`config.mk`:
```
export PLATFORM = sky130hd
export DESIGN_NAME = shiftregbit_tx
export DESIGN_NICKNAME = d
export VERILOG_FILES = /design/src/rtl/shiftregbit_pkg.sv /design/src/rtl/shiftregbit_tx_holdbuf.sv /design/src/rtl/shiftregbit_tx.sv
export SDC_FILE = /design/constraint.sdc
export NUM_CORES = 1
export LEC_CHECK = 0
export ABC_AREA = 1
export BUFFER_PORTS_ARGS = -buffer_cell sky130_fd_sc_hd__buf_4
export CAP_MARGIN = 5
export CELL_PAD_IN_SITES_DETAIL_PLACEMENT = 1
export CELL_PAD_IN_SITES_GLOBAL_PLACEMENT = 2
export CORE_ASPECT_RATIO = 0.5
export CORE_MARGIN = 3
export CORE_UTILIZATION = 36
export CTS_BUF_LIST = sky130_fd_sc_hd__clkbuf_2 sky130_fd_sc_hd__clkbuf_4 sky130_fd_sc_hd__clkbuf_8
export DETAILED_ROUTE_END_ITERATION = 10
export PLACE_DENSITY_LB_ADDON = 0.15
export SLEW_MARGIN = 10
export SYNTH_ARGS = -nofsm -noshare
export SYNTH_HDL_FRONTEND = slang
export SYNTH_HIERARCHICAL = 1
export SYNTH_SLANG_ARGS = --single-unit
```
`constraint.sdc`:
```
create_clock -name clk -period 3.53 [get_ports clk]
set_input_delay 0.353 -clock clk [delete_from_list [all_inputs] [get_ports clk]]
set_output_delay 0.353 -clock clk [all_outputs]
set_load 0.05 [all_outputs]
```
`src/rtl/shiftregbit_pkg.sv`:
```
// Shared types and helpers for the parallel-in serial-out bit transmitter.
// Optional feature macro: SHIFTREGBIT_TX_PARITY_EN (appends one parity beat per word).
package shiftregbit_pkg;

    // PARITY is always declared so the encoding is identical in every build;
    // it is only reachable when the parity beat is compiled in.
    typedef enum logic [1:0] {
        IDLE   = 2'd0,
        SHIFT  = 2'd1,
        PARITY = 2'd2
    } tx_state_t;

    // Number of serial beats used to carry one W-bit word.
    function automatic int beats_per_word(input int w);
`ifdef SHIFTREGBIT_TX_PARITY_EN
        return w + 1;
`else
        return w;
`endif
    endfunction

endpackage

```
`src/rtl/shiftregbit_tx_holdbuf.sv`:
```
// One-entry hold register: parks a word accepted while the shifter is busy.
// Only the occupancy flag is reset; the payload is meaningless while empty.
module tx_holdbuf #(
    parameter int W = 32
) (
    input  logic         clk,
    input  logic         reset,
    input  logic         wr_en,
    input  logic [W-1:0] wr_data,
    input  logic         rd_en,
    output logic [W-1:0] rd_data,
    output logic         valid
);

    logic [W-1:0] data_q;
    logic         valid_q;
    logic         valid_d;

    // Occupancy: a write fills the slot, a read empties it (never both at once,
    // since writes need an empty slot and reads need a full one).
    always_comb begin
        valid_d = valid_q;
        if (wr_en) begin
            valid_d = 1'b1;
        end else if (rd_en) begin
            valid_d = 1'b0;
        end
    end

    // Occupancy flag register with asynchronous clear.
    always_ff @(posedge clk or posedge reset) begin
        if (reset) begin
            valid_q <= 1'b0;
        end else begin
            valid_q <= valid_d;
        end
    end

    // Payload capture; no reset needed because valid_q gates its use.
    always_ff @(posedge clk) begin
        if (wr_en) begin
            data_q <= wr_data;
        end
    end

    assign rd_data = data_q;
    assign valid   = valid_q;

endmodule

```
`src/rtl/shiftregbit_tx.sv`:
```
// Parallel-in serial-out transmitter: takes a W-bit word on a valid/ready
// port and streams it MSB first, one bit per beat, on a valid/ready serial port.
// A one-entry hold buffer lets the next word wait so words stream gaplessly.
// Optional feature macro: SHIFTREGBIT_TX_PARITY_EN (adds an even-XOR parity
// beat after the W data beats of every word).
module shiftregbit_tx
    import shiftregbit_pkg::*;
#(
    parameter int W = 32
) (
    input  logic         clk,
    input  logic         reset,
    input  logic         in_valid,
    output logic         in_ready,
    input  logic [W-1:0] in_data,
    output logic         out_b,
    output logic         out_valid,
    input  logic         out_ready,
    output logic         busy
);

    localparam int CW = $clog2(W + 2);
    localparam logic [CW-1:0] CNT_FULL = CW'(W);
    localparam logic [CW-1:0] CNT_ONE  = CW'(1);

    tx_state_t    state_q, state_d;
    logic [W-1:0] sr_q, sr_d;
    logic [CW-1:0] cnt_q, cnt_d;
`ifdef SHIFTREGBIT_TX_PARITY_EN
    logic         p_q, p_d;
`endif

    logic         accept;
    logic         beat;
    logic         last;
    logic         hb_wr;
    logic         hb_rd;
    logic         hvalid;
    logic [W-1:0] hdata;

    assign in_ready  = !hvalid;
    assign accept    = in_valid && in_ready;
    assign out_valid = (state_q != IDLE);
    assign beat      = out_valid && out_ready;
    assign busy      = (state_q != IDLE) || hvalid;

    // The word ends on the final beat: the parity beat when enabled,
    // otherwise the last data beat.
`ifdef SHIFTREGBIT_TX_PARITY_EN
    assign last = beat && (state_q == PARITY);
`else
    assign last = beat && (state_q == SHIFT) && (cnt_q == CNT_ONE);
`endif

    // A word arriving while busy is parked unless it can be bypassed straight
    // into the shifter on the final beat; the parked word is drained first.
    assign hb_wr = accept && (state_q != IDLE) && !last;
    assign hb_rd = last && hvalid;

    tx_holdbuf #(
        .W(W)
    ) u_holdbuf (
        .clk    (clk),
        .reset  (reset),
        .wr_en  (hb_wr),
        .wr_data(in_data),
        .rd_en  (hb_rd),
        .rd_data(hdata),
        .valid  (hvalid)
    );

    // Serial bit mux: data MSB while shifting, parity bit on the parity beat.
    always_comb begin
        case (state_q)
            SHIFT:   out_b = sr_q[W-1];
`ifdef SHIFTREGBIT_TX_PARITY_EN
            PARITY:  out_b = p_q;
`endif
            default: out_b = 1'b0;
        endcase
    end

    // Next-state: load, shift, and end-of-word reload/idle decision.
    always_comb begin
        state_d = state_q;
        sr_d    = sr_q;
        cnt_d   = cnt_q;
`ifdef SHIFTREGBIT_TX_PARITY_EN
        p_d     = p_q;
`endif
        case (state_q)
            IDLE: begin
                if (accept) begin
                    sr_d    = in_data;
                    cnt_d   = CNT_FULL;
                    state_d = SHIFT;
`ifdef SHIFTREGBIT_TX_PARITY_EN
                    p_d     = ^in_data;
`endif
                end
            end
            SHIFT: begin
                if (beat && (cnt_q > CNT_ONE)) begin
                    sr_d  = sr_q << 1;
                    cnt_d = cnt_q - CNT_ONE;
                end
`ifdef SHIFTREGBIT_TX_PARITY_EN
                else if (beat) begin
                    sr_d    = sr_q << 1;
                    cnt_d   = '0;
                    state_d = PARITY;
                end
`endif
            end
            default: begin
`ifndef SHIFTREGBIT_TX_PARITY_EN
                state_d = IDLE;
`endif
            end
        endcase

        // End of word: held word first, then a same-cycle arrival, else idle.
        if (last) begin
            if (hvalid) begin
                sr_d    = hdata;
                cnt_d   = CNT_FULL;
                state_d = SHIFT;
`ifdef SHIFTREGBIT_TX_PARITY_EN
                p_d     = ^hdata;
`endif
            end else if (accept) begin
                sr_d    = in_data;
                cnt_d   = CNT_FULL;
                state_d = SHIFT;
`ifdef SHIFTREGBIT_TX_PARITY_EN
                p_d     = ^in_data;
`endif
            end else begin
                sr_d    = '0;
                cnt_d   = '0;
                state_d = IDLE;
            end
        end
    end

    // Transmitter state registers; reset discards any word in flight.
    always_ff @(posedge clk or posedge reset) begin
        if (reset) begin
            state_q <= IDLE;
            sr_q    <= '0;
            cnt_q   <= '0;
`ifdef SHIFTREGBIT_TX_PARITY_EN
            p_q     <= 1'b0;
`endif
        end else begin
            state_q <= state_d;
            sr_q    <= sr_d;
            cnt_q   <= cnt_d;
`ifdef SHIFTREGBIT_TX_PARITY_EN
            p_q     <= p_d;
`endif
        end
    end

endmodule

```
==> out/metrics.cfg, run 1 <==
[grt]
grt-ovfl-total = 0
grt_pass1_vias = 3169
grt_usage_pct = 16.6
grt_max_degree = 73
grt_first_pass_wirelength_um = 16100
antenna_found_initial = 0

[die]
io_pins = 40
dieArea_um2 = 12100
start_util_pct = 37.5
die_h_um = 79.4
die_w_um = 153
placementRows = 26
core_area_um2 = 10300

[detailed_routing]
vias = 3110
drc_errors = 0
drtIter0Drc = 135
wl_per_cell_um = 14.4
drtAntennaViolNets = 0
dr.pass1.iters = 4
wirelength_um = 9330
vias_per_cell = 4.81

[power_and_ir_drop]
ir_drop_mv = 0.217
leakage_nw = 2.07
cellPowerDensity_nw_per_um2 = 811

[sta]
fin_ws_ps = 1160
slew_viol_final = 0
relSlewSlack_pct = 50.7
period_share_pct = 67.1
setup_violations = 0
skew_ps = 8.18
hold_viol_final = 0
period_minus_slack_ps = 2370
max_freq_mhz = 422
final.setup.tns_ps = 0
tightest_slew_ps = 739
rsz0062_at_grt = false

[worst_setup_path]
crit_fanout = 72
worstPathArrival_ps = 2600
r2r-end = sr_q[13]$_DFFE_PP0P_
critPathLaunch = state_q[0]$_DFFE_PP0P_
r2r_cells = 5
reg2reg_from = state_q[0]$_DFFE_PP0P_
endpoint = sr_q[13]$_DFFE_PP0P_
cp-start-kind = flop
end_kind = flop
path_class = flop to flop
worstPathRequired_ps = 3760
r2r_setup_slack_ps = 1160

[final_layout]
area_delta_synth_final_pct = 13.5
drive_above_1_share_pct = 13.6
final_cell_mix = nand2_1 (171), o21ai_0 (50), inv_1 (44), buf_4 (43), nand3_1 (42)
final_common_cell = nand2_1
postLayoutCellArea_um2 = 4400
diodes = 0
nets = 541

[place]
place.gp.congestion = 0.744
port_buffers = 39
dp.final_hpwl_um = 5590
place_ws_ps = 1140
dpl_cell_area_um2 = 4200

[logic_synthesis]
synth_fp_nets = 514
syn_area_um2 = 3880
ys_types = 25
synth.avg_cell_area_um2 = 8.14
postSynthCellCount = 476
yosysSeqAreaShare_pct = 50.6
yosysWarnings = 6
synth_seq_cells = 72

[clock_tree]
cts_buffer_depth = 2
cts_tree = done
cts_sinks = 72
cts_setup_buffers = 0
cts-resized-gates = 0
cts_root_buffer = clkbuf_8
h-tree-depth = 3
clk_pin_slew_worst_paths_ps = 80
numCtsBuffers = 9
clkLatencyLatePin_ps = 350

[min_path]
hold_path_class = input pin to flop
hp-start = in_data[14]

[run_status]
outcome = finished, final reports clean

[flow_run]
drv_cap = 0

==> cells by family after synthesis <==
group | after synthesis | synth area share [%]
compound gates | 91 | 13.2
xor+xnor | 3 | 0.678
fa+ha+maj | 2 | 0.645
buf+inv | 75 | 9.46
flops | 72 | 50.6
simple gates | 233 | 25.4
==> where the power goes <==
| group | switching (mW) | total (mW) | internal (mW) |
|---|---|---|---|
| clock network | 0.298 | 0.661 | 0.363 |
| logic | 1.02 | 1.60 | 0.581 |
| registers | 0.143 | 1.31 | 1.16 |
==> how the worst min path moves through the flow <==
stage                                            to  slack, ps  cells after the start
finish              u_holdbuf/rd_data[14]$_DFFE_PP_        180                      1
global route        u_holdbuf/rd_data[12]$_DFFE_PP_        150                      1
CTS                 u_holdbuf/rd_data[12]$_DFFE_PP_        160                      1
detailed placement      u_holdbuf/valid$_DFFE_PP0P_        210                      2
global placement        u_holdbuf/valid$_DFFE_PP0P_        210                      2
floorplan               u_holdbuf/valid$_DFFE_PP0P_         80                      1
==> area by class of cell <==
class / instances / area, µm²
clock buffer: 14 / 161
clock inverter: 1 / 30.0
fill: 1283 / 5950
inverter: 47 / 181
multi-input combinational: 329 / 1560
sequential: 72 / 1960
tap: 140 / 175
timing repair buffer: 44 / 333
==> metrics by stage <==
stage	hold WS [ps]	util, %	std cells	total power, mW
5_1_grt	152	42.5	647	3.93
3_5_place_dp	209	40.6	631	2.95
3_3_place_gp	205	40.6	631	2.92
4_1_cts	160	42.5	647	3.63
6_report	182	42.5	647	3.57
2_1_floorplan	81.7	-	476	2.60
==> repair_timing <==
action | in CTS | in global routing
endpoints found under the hold margin | 1 | 0
hold buffers | 1 | 0
endpoints found under the setup margin | 0 | 0
==> per-layer routing <==
metal	GRT usage, %	wire (µm)	vias up
met5	0	0	-
met4	4.53	89	0
met3	4.44	257	9
met2	26.2	4020	36
met1	22.9	4960	1475
li1	-	-	1590
==> flip-flops by register name, indices dropped and copies added (netlist names) <==
signal             flops
cnt_q                  6
u_holdbuf/rd_data     32
state_q                1
sr_q                  32
u_holdbuf/valid        1
==> synthesized netlist by cell type, drive strengths merged <==
library cell  instances  area, µm²
a21oi                 2       10.0
nor3                  1       5.00
dfrtp                40       1000
ha                    2       25.0
nand3                43        220
nand2               175        677
clkinv                1       3.75
xor2                  3       26.3
o21ai                67        335
o21a                 22        165
edfxtp               32        961
buf                  23        166
inv                  46        178
nor2                 14       83.8
clkbuf                5       18.8
==> critical path, stage by stage (launching register included) <==
cell     delay [ps]
dfrtp_1         450
inv_1           540
nand3_1         270
nand2_4         600
nand3_1         170
o21a_1          170
(Power assumes the default switching activity.)
==> inputs of run 2 (changes only) <==
ABC_AREA = 0   (was 1)
CORE_UTILIZATION = 34   (was 36)
clock period = 2 ns   (was 3.53 ns; I/O delays follow)
==> out/metrics.cfg, run 2 <==
[logic_synthesis]
yosysTopAreaCell = dfrtp_1
ys.flop_type = dfrtp_1
synth_enable_flop_cells = 32
yosys-top-cells-area = dfrtp_1 (28%), edfxtp_1 (27%), nor3_1 (9.0%)
postSynthCellCount = 383
synthArstFlopShare_pct = 55.6
yosysWarnings = 6
synth.avg_cell_area_um2 = 9.42
syn_area_um2 = 3610
synth_commonest_cells = nand2_1 (70), nor3_1 (65), dfrtp_1 (40)
synth_fp_nets = 421
synth_seq_cells = 72
yosysSeqAreaShare_pct = 54.4
synth_most_common_cell = nand2_1
ys_types = 33
synth_top_area_share_pct = 27.7

[clock_tree]
cts_tree = done
cts_sinks = 72
cts_root_buffer = clkbuf_8
cts_buffer_depth = 2
clk_pin_slew_worst_paths_ps = 80
clkLatencyLatePin_ps = 350
numCtsBuffers = 9
h-tree-depth = 3

[worst_setup_path]
r2r-end = sr_q[8]$_DFFE_PP0P_
r2r_setup_slack_ps = 20
crit_fanout = 13
cp-start-kind = flop
path_class = flop to flop
end_kind = flop
reg2reg_from = cnt_q[5]$_DFFE_PP0P_
worstPathRequired_ps = 2270
worstPathArrival_ps = 2260
r2r_cells = 6

[sta]
slew_viol_final = 0
max_freq_mhz = 504
period_share_pct = 99.2
tightest_slew_ps = 659
relSlewSlack_pct = 56.0
period_minus_slack_ps = 1980
skew_ps = 8.72
rsz0062_at_grt = true
setup_violations = 0
hold_viol_final = 0

[die]
die_h_um = 78.8
start_util_pct = 36.5
placementRows = 25
core_area_um2 = 9880
io_pins = 40
die_w_um = 152
dieArea_um2 = 12000

[power_and_ir_drop]
leakage_nw = 1.69
cellPowerDensity_nw_per_um2 = 1340
total_power_mw = 6.04
ir_drop_mv = 0.495

[grt]
antenna_found_initial = 0
grt_usage_pct = 19.6
grt_pass1_vias = 3375
grt-ovfl-total = 0
grt_max_degree = 45
grt_first_pass_wirelength_um = 18100

[detailed_routing]
wl_per_cell_um = 19.9
dr.pass1.iters = 4
vias_per_cell = 5.46
drtIter0Drc = 172
drc_errors = 0
vias = 3086
wirelength_um = 11200
drtAntennaViolNets = 0

[final_layout]
area_delta_synth_final_pct = 24.7
diodes = 0
final_util_pct = 45.5
final_common_cell = nand2_1
final_cell_mix = nand2_1 (69), nor3_1 (61), buf_4 (57), dfrtp_1 (39), o21ai_0 (33)
postLayoutCellArea_um2 = 4500
fill_cells = 1143
nets = 464
drive_above_1_share_pct = 23.7

[min_path]
hold_path_class = input pin to flop
hp-start = in_data[7]
hold_end = u_holdbuf/rd_data[7]$_DFFE_PP_
holdPathStages = 1

[place]
place.gp.congestion = 0.743
dpl_cell_area_um2 = 4190
port_buffers = 39
dp.final_hpwl_um = 6320

[run_status]
outcome = finished, final reports clean

[flow_run]
drv_cap = 0

==> run 2: cell count changes after synthesis, moves of 17 or more <==
cell,before,now
a21boi_0,0,31
o21a_1,22,0
clkbuf_1,5,30
nor3_1,1,65
inv_1,44,8
nand2_1,171,70
o21ai_1,17,0
a31oi_1,0,33
nand3_1,42,1
==> run 2: worst max-delay path: stages, from the launching register on <==
cell,delay (ps)
dfrtp_1,390
or4_4,580
buf_6,150
o31ai_4,300
clkbuf_16,260
nand2_1,70
a31oi_1,160
==> run 2: how the worst max path moves through the flow <==
| stage | start | end | cells after the start |
|---|---|---|---|
| detailed placement | cnt_q[1]$_DFFE_PP0P_ | u_holdbuf/rd_data[0]$_DFFE_PP_ | 6 |
| CTS | cnt_q[5]$_DFFE_PP0P_ | sr_q[23]$_DFFE_PP0P_ | 6 |
| global route | cnt_q[5]$_DFFE_PP0P_ | sr_q[14]$_DFFE_PP0P_ | 6 |
| global placement | cnt_q[0]$_DFFE_PP0P_ | u_holdbuf/rd_data[0]$_DFFE_PP_ | 5 |
| finish | cnt_q[5]$_DFFE_PP0P_ | sr_q[8]$_DFFE_PP0P_ | 6 |
| floorplan | cnt_q[5]$_DFFE_PP0P_ | sr_q[10]$_DFFE_PP0P_ | 7 |
==> run 2: repair_timing <==
action,in CTS,in global routing
pin swaps,1,1
resized for setup,6,16
cloned,1,1
endpoints found under the hold margin,1,0
endpoints found under the setup margin,69,36
buffers inserted,0,0
hold buffers,1,0
==> run 2: power breakdown <==
group / internal, mW / leakage [nW] / switching (mW) / total [mW]
Clock: 0.483 / 0.0860 / 0.559 / 1.04
Combinational: 1.12 / 0.879 / 1.67 / 2.79
Sequential: 2.01 / 0.722 / 0.201 / 2.21
Total: 3.61 / 1.69 / 2.43 / 6.04
==> run 2: metrics by stage <==
stage          hold slack, ps  setup WS (ps)  TNS [ps]  instances
3_3_place_gp             56.8           -120     -3990        547
3_5_place_dp             57.6           -158     -6670        547
6_report                 31.2           15.7         0        565
5_1_grt                  4.65          -78.0     -1650        565
4_1_cts                  15.3           1.16         0        564
2_1_floorplan           -71.3           6.37         0        383
==> run 2: cells by family (layout without fill, tap and decap cells) <==
family / count (synthesis) / after routing / synth area share (%)
and+or+nand+nor: 153 / 154 / 19.3
DFF: 72 / 72 / 54.4
AOI/OAI and AO/OA: 108 / 108 / 19.1
adders and majority gates: 2 / 2 / 0.694
buffers and inverters: 45 / 91 / 5.62
muxes: 3 / 3 / 0.832
==> run 2: routing by layer <==
metal | GRT usage (%) | share of wire, % | up-vias
li1 | - | - | 1474
met1 | 27.2 | 48 | 1530
met2 | 31.2 | 45 | 68
met3 | 5.02 | 5.4 | 14
met4 | 4.03 | 1.3 | 0
met5 | 0 | 0 | -
==> run 2: final cells by class <==
class	count	area, µm²	area share (%)
flip-flops and latches	72	1960	43.7
clock inverters	4	21.3	0.473
multi-input cells	267	1560	34.7
inverters	8	30.0	0.668
well taps	135	169	3.76
repair buffers	68	608	13.5
clock buffers	11	145	3.23
